==> src/rtl/usb_stream_frame_arbiter.sv <==
// Round-robin arbiter sharing one USB slave-FIFO write port between two 12-bit
// sample sources; each grant carries exactly FRAME_LEN words closed by a PKTEND strobe.
module usb_stream_frame_arbiter #(
  parameter int unsigned FRAME_LEN = 256,
  parameter int unsigned GAP_CYC   = 4,
  parameter logic [1:0]  FIFO_ADDR = 2'b10,
  localparam int unsigned SAMPLE_W = 12,
  localparam int unsigned FIFO_W   = 16,
  localparam int unsigned CNT_W    = 16,
  localparam int unsigned GAP_W    = 4
) (
  input  logic                clk,
  input  logic                reset_n,
  input  logic                enable,
  input  logic                s0_valid,
  input  logic [SAMPLE_W-1:0] s0_data,
  output logic                s0_ready,
  input  logic                s1_valid,
  input  logic [SAMPLE_W-1:0] s1_data,
  output logic                s1_ready,
  input  logic                flagd,
  output logic [FIFO_W-1:0]   fdata,
  output logic [1:0]          faddr,
  output logic                slwr,
  output logic                pkt_end,
  output logic                sloe,
  output logic                slrd,
  output logic                busy,
  output logic                grant,
  output logic [CNT_W-1:0]    frame_cnt
);

  localparam logic [CNT_W-1:0] LAST_WORD = CNT_W'(FRAME_LEN - 1);
  localparam logic [GAP_W-1:0] GAP_LAST  = GAP_W'(GAP_CYC - 1);

  typedef enum logic [2:0] {
    IDLE,
    ARB,
    STREAM,
    EOP,
    GAP
  } state_e;

  state_e                state_q;
  logic [CNT_W-1:0]      word_cnt_q;
  logic [GAP_W-1:0]      gap_cnt_q;
  logic [FIFO_W-1:0]     fdata_q;
  logic [CNT_W-1:0]      frame_cnt_q;
  logic [CNT_W-1:0]      frame_cnt_d;
  logic                  slwr_q;
  logic                  pkt_end_q;
  logic                  busy_q;
  logic                  grant_q;

  logic                  streaming;
  logic                  accept;
  logic                  pick;
  logic [SAMPLE_W-1:0]   sel_data;

  // Only the granted source sees ready, and only while the FIFO has room.
  assign streaming = (state_q == STREAM);
  assign s0_ready  = streaming & ~grant_q & flagd;
  assign s1_ready  = streaming &  grant_q & flagd;
  assign accept    = grant_q ? (s1_valid & s1_ready) : (s0_valid & s0_ready);
  assign sel_data  = grant_q ? s1_data : s0_data;

  // When both request, the channel not served last wins.
  assign pick = (s0_valid & s1_valid) ? ~grant_q : s1_valid;

  assign frame_cnt_d = frame_cnt_q + {{(CNT_W-1){1'b0}}, (state_q == EOP)};

  always_ff @(posedge clk or negedge reset_n) begin
    if (!reset_n) begin
      state_q     <= IDLE;
      word_cnt_q  <= '0;
      gap_cnt_q   <= '0;
      fdata_q     <= '0;
      frame_cnt_q <= '0;
      slwr_q      <= 1'b1;
      pkt_end_q   <= 1'b1;
      busy_q      <= 1'b0;
      grant_q     <= 1'b1;
    end else begin
      slwr_q      <= 1'b1;
      pkt_end_q   <= 1'b1;
      frame_cnt_q <= frame_cnt_d;
      unique case (state_q)
        IDLE: begin
          if (enable) state_q <= ARB;
        end
        ARB: begin
          if (!enable) begin
            state_q <= IDLE;
          end else if (s0_valid | s1_valid) begin
            grant_q    <= pick;
            word_cnt_q <= '0;
            busy_q     <= 1'b1;
            state_q    <= STREAM;
          end
        end
        STREAM: begin
          if (accept) begin
            fdata_q    <= {3'b000, grant_q, sel_data};
            slwr_q     <= 1'b0;
            word_cnt_q <= word_cnt_q + CNT_W'(1);
            if (word_cnt_q == LAST_WORD) state_q <= EOP;
          end
        end
        EOP: begin
          pkt_end_q <= 1'b0;
          gap_cnt_q <= '0;
          if (GAP_CYC == 0) begin
            busy_q  <= 1'b0;
            state_q <= ARB;
          end else begin
            state_q <= GAP;
          end
        end
        GAP: begin
          busy_q    <= 1'b0;
          gap_cnt_q <= gap_cnt_q + GAP_W'(1);
          if (gap_cnt_q == GAP_LAST) state_q <= ARB;
        end
        default: state_q <= IDLE;
      endcase
    end
  end

  assign fdata     = fdata_q;
  assign slwr      = slwr_q;
  assign pkt_end   = pkt_end_q;
  assign busy      = busy_q;
  assign grant     = grant_q;
  assign frame_cnt = frame_cnt_q;

  // Write-only IN endpoint: address and read controls are tied off.
  assign faddr = FIFO_ADDR;
  assign sloe  = 1'b1;
  assign slrd  = 1'b1;

endmodule
==> config.mk <==
export PLATFORM = sky130hd
export DESIGN_NAME = usb_stream_frame_arbiter
export DESIGN_NICKNAME = d
export VERILOG_FILES = /design/src/rtl/usb_stream_frame_arbiter.sv
export SDC_FILE = /design/constraint.sdc
export NUM_CORES = 1
export LEC_CHECK = 0
export BUFFER_PORTS_ARGS = -buffer_cell sky130_fd_sc_hd__clkbuf_2
export CORE_ASPECT_RATIO = 0.6
export CORE_MARGIN = 1.5
export CORE_UTILIZATION = 45
export CTS_CLUSTER_SIZE = 14
export DETAILED_ROUTE_END_ITERATION = 8
export GPL_ROUTABILITY_DRIVEN = 1
export HOLD_SLACK_MARGIN = 0.05
export PLACE_DENSITY = 0.81
export SETUP_SLACK_MARGIN = 0.2
export SLEW_MARGIN = 20
export SYNTH_ARGS = -nofsm -noshare
export SYNTH_HDL_FRONTEND = slang
export SYNTH_SLANG_ARGS = --single-unit
==> constraint.sdc <==
create_clock -name clk -period 5.4 [get_ports clk]
set_clock_uncertainty 0.1 [all_clocks]
set_input_delay 1.08 -clock clk [delete_from_list [all_inputs] [get_ports clk]]
set_output_delay 1.08 -clock clk [all_outputs]
set_load 0.01 [all_outputs]
==> flow_summary_export.csv <==
group,metric,value,unit
logic_synthesis,ys_top_cells_by_area,"dfrtp_1, nand2_1, mux2i_1",
sta,maxSlewViolCount,0,
status,status,"finished clean",
routing,m1WireLength,2.697,mm
floorplanning,die_w,103.6,um
power,pwr-share-comb,28.5,%
floorplanning,pin_count,72,
sta,finalSetupViolations,0,
logic_synthesis,syn_area_per_cell,10.13,um^2
clock_network,post_cts_resize_count,0,
worst_setup_path,critPathCaptureType,"primary output",
cells_and_area,fin_nets,361,
routing,highest_layer,"met4",
power,p_clk_share,19.3,%
cells_and_area,design_area,0.003151,mm^2
sta,finalSetupTns,0,ns
floorplanning,initial_core_util,47.73,%
sta,rsz0062_at_grt,"no",
clock_network,clk_latency,0.31,ns
place,port_buffers,64,
logic_synthesis,ys_dominant_reg_cell,"dfrtp_1",
worst_setup_path,r2r_start,"grant",
routing,wl_met3,274,um
min_path,min_to,"frame_cnt[15]",
routing,drt_pass1_iterations,4,
global_route,grt_pass1_wl,9.522,mm
clock_network,clock_path_buffers,2,
routing,drcViolationCount,0,
routing,routed_via_density,5.373,
logic_synthesis,synth_cells,270,
sta,period_needed,2.926,ns
min_path,hold_path_class,"reg2reg",
power,vdd_drop_max,0.1573,mV
clock_network,path_clk_slew,0.10,ns
worst_setup_path,critPathMostFrequentCell,"clkbuf_2",
worst_setup_path,r2r-end,"word_cnt_q[12]",
worst_setup_path,crit_arrival,1.75,ns
power,p_leak,1.542,nW
sta,slew_headroom,32.57,%
place,place_area,0.003060,mm^2
clock_network,cts_hold_buf,0,
worst_setup_path,cpPeakStageDelay,0.29,ns
logic_synthesis,synth_cell_types,45,
floorplanning,rows,21,
routing,avgRoutedWirePerCell,13.41,um
cells_and_area,final_common_cell,"clkbuf_2",
floorplanning,core-area,0.005728,mm^2
global_route,grt_max_degree,57,
cells_and_area,final_cell_mix,"clkbuf_2, dfrtp_1, nand2_1",
run,drv_cap,0,
cells_and_area,final_layout_size_suffix_gt1_share,25.30,%
routing,antenna_left,0,
clock_network,htree_levels,2,
logic_synthesis,synth-edff-count,0,
routing,vias,2192,
routing,routed_wl,5.471,mm
global_route,grt-ovfl-total,0,
global_route,antenna_found_initial,0,
logic_synthesis,synthArstFlopShare,100.0,%
worst_setup_path,r2r_cells,4,
floorplanning,die_y,63.38,um
clock_network,postCtsSetupBuffers,0,
sta,fin_crit_sh,54.19,%
clock_network,cts_sinks,56,
sta,tightest_slew,1.011,ns
place,routabilityCongestion,0.8366,
worst_setup_path,worstSetupPathType,"in2out",
clock_network,cts-buffers-inserted,5,
sta,final-hold-violation-count,0,
power,powerDensity,377.4,mW/mm^2
logic_synthesis,synth_area,0.002734,mm^2
clock_network,cts_tree,"done",
worst_setup_path,start_kind,"input pin",
logic_synthesis,synth_warnings,0,
routing,wl_met2,2.478,mm
power,p_sw_share,35.82,%
power,intPower,0.7630,mW
place,hpwl,4.017,mm
worst_setup_path,cpLargestDelayFamily,"simple AND/OR/NAND/NOR gates",
logic_synthesis,synth_seq_cells,56,
cells_and_area,syn_to_final_growth,15.24,%
clock_network,clock-root-buffer,"clkbuf_8",
power,power.switching,0.4259,mW
worst_setup_path,path_buf_inv,2,
logic_synthesis,ys_seq_area_share,51.40,%
global_route,gr-usage-all-layers,17.75,%
worst_setup_path,reg2reg_slack,2.74,ns
min_path,min_from,"frame_cnt[15]",
power,seq_power_share,52.2,%
worst_setup_path,worstPathRequired,4.22,ns
sta,fmax,341.8,MHz
cells_and_area,antenna_cells,0,
logic_synthesis,yosys.area.top_type,"dfrtp_1",
worst_setup_path,slowest_stage,"and4bb_4",
worst_setup_path,crit_fanout,7,
routing,drt_iter0_drc,99,
min_path,hold_depth,1,
global_route,first_global_vias,1981,
worst_setup_path,worstPathCellList,"clkbuf_2, and4bb_4, nor2b_1, clkbuf_2",
logic_synthesis,synth_top_area_share,48.51,%
floorplanning,die_area,0.006567,mm^2
sequential cells by signal (all words and copies together) (netlist names):
name and flops:
state_q 3, word_cnt_q 16, pkt_end 1, busy 1
slwr 1, grant 1, fdata 13, gap_cnt_q 4
frame_cnt 16
how the worst max path moves through the flow:
stage | from | to | cells after the start
after floorplan | flagd | s0_ready | 2
after global placement | flagd | s0_ready | 4
after detailed placement | s1_valid | word_cnt_q[7] | 5
after CTS | flagd | s0_ready | 4
after global routing | flagd | s0_ready | 4
final | flagd | s0_ready | 4
power by group through the flow:
stage / clock network [mW] / logic (mW) / registers [mW]
detailed placement: 0 / 0.345 / 0.630
finish: 0.230 / 0.339 / 0.620
global route: 0.255 / 0.386 / 0.639
floorplan: 0 / 0.231 / 0.613
CTS: 0.237 / 0.345 / 0.622
global placement: 0 / 0.335 / 0.623
logic make-up (layout without fill, tap and decap cells):
kind of cell    after synthesis  in the layout  synth area share (%)
buf+inv                      23             76                 4.897
simple gates                101            101                 19.86
other cells                   2              7                0.2747
compound gates               56             56                 12.13
flops                        56             56                 51.40
mux                          13             13                 4.806
fa+ha+maj                     4              4                 1.831
xor+xnor                     15             15                 4.806
synth_stat cells, types with 7 or more instances:
cell type and instances:
buf_4 7, mux2i_1 12, nor2_1 11, clkbuf_1 8
nand3_1 16, o21ai_0 21, xnor2_1 12, a21oi_1 15
nand2_1 33, dfrtp_1 53
final cells by class:
type | count | area, um^2
fill | 518 | 2577
sequential | 56 | 1405
multi-input combinational | 196 | 1214
timing repair buffer | 65 | 327.8
tap | 80 | 100.1
clock buffer | 5 | 68.82
clock inverter | 3 | 21.27
inverter | 3 | 13.76
metrics by stage:
stage                     worst slack (ns)  hold WS [ns]  utilization, %  total power [mW]  instances
after global routing                 2.426        0.4300           55.00             1.280        408
final                                2.474        0.3840           55.00             1.189        408
after CTS                            2.471        0.3871           55.00             1.204        408
after global placement               2.501        0.3615           53.43            0.9586        400
after detailed placement             2.462        0.3734           53.43            0.9745        400
after floorplan                      2.661        0.3749               -            0.8436        275
routing by layer:
layer  vias to the layer above  global-route usage (%)
li1                       1070                       -
met1                      1062                   25.53
met3                         3                   3.830
met2                        57                   28.08
met5                         -                       0
met4                         0                   3.125
(Power assumes the default switching activity.)
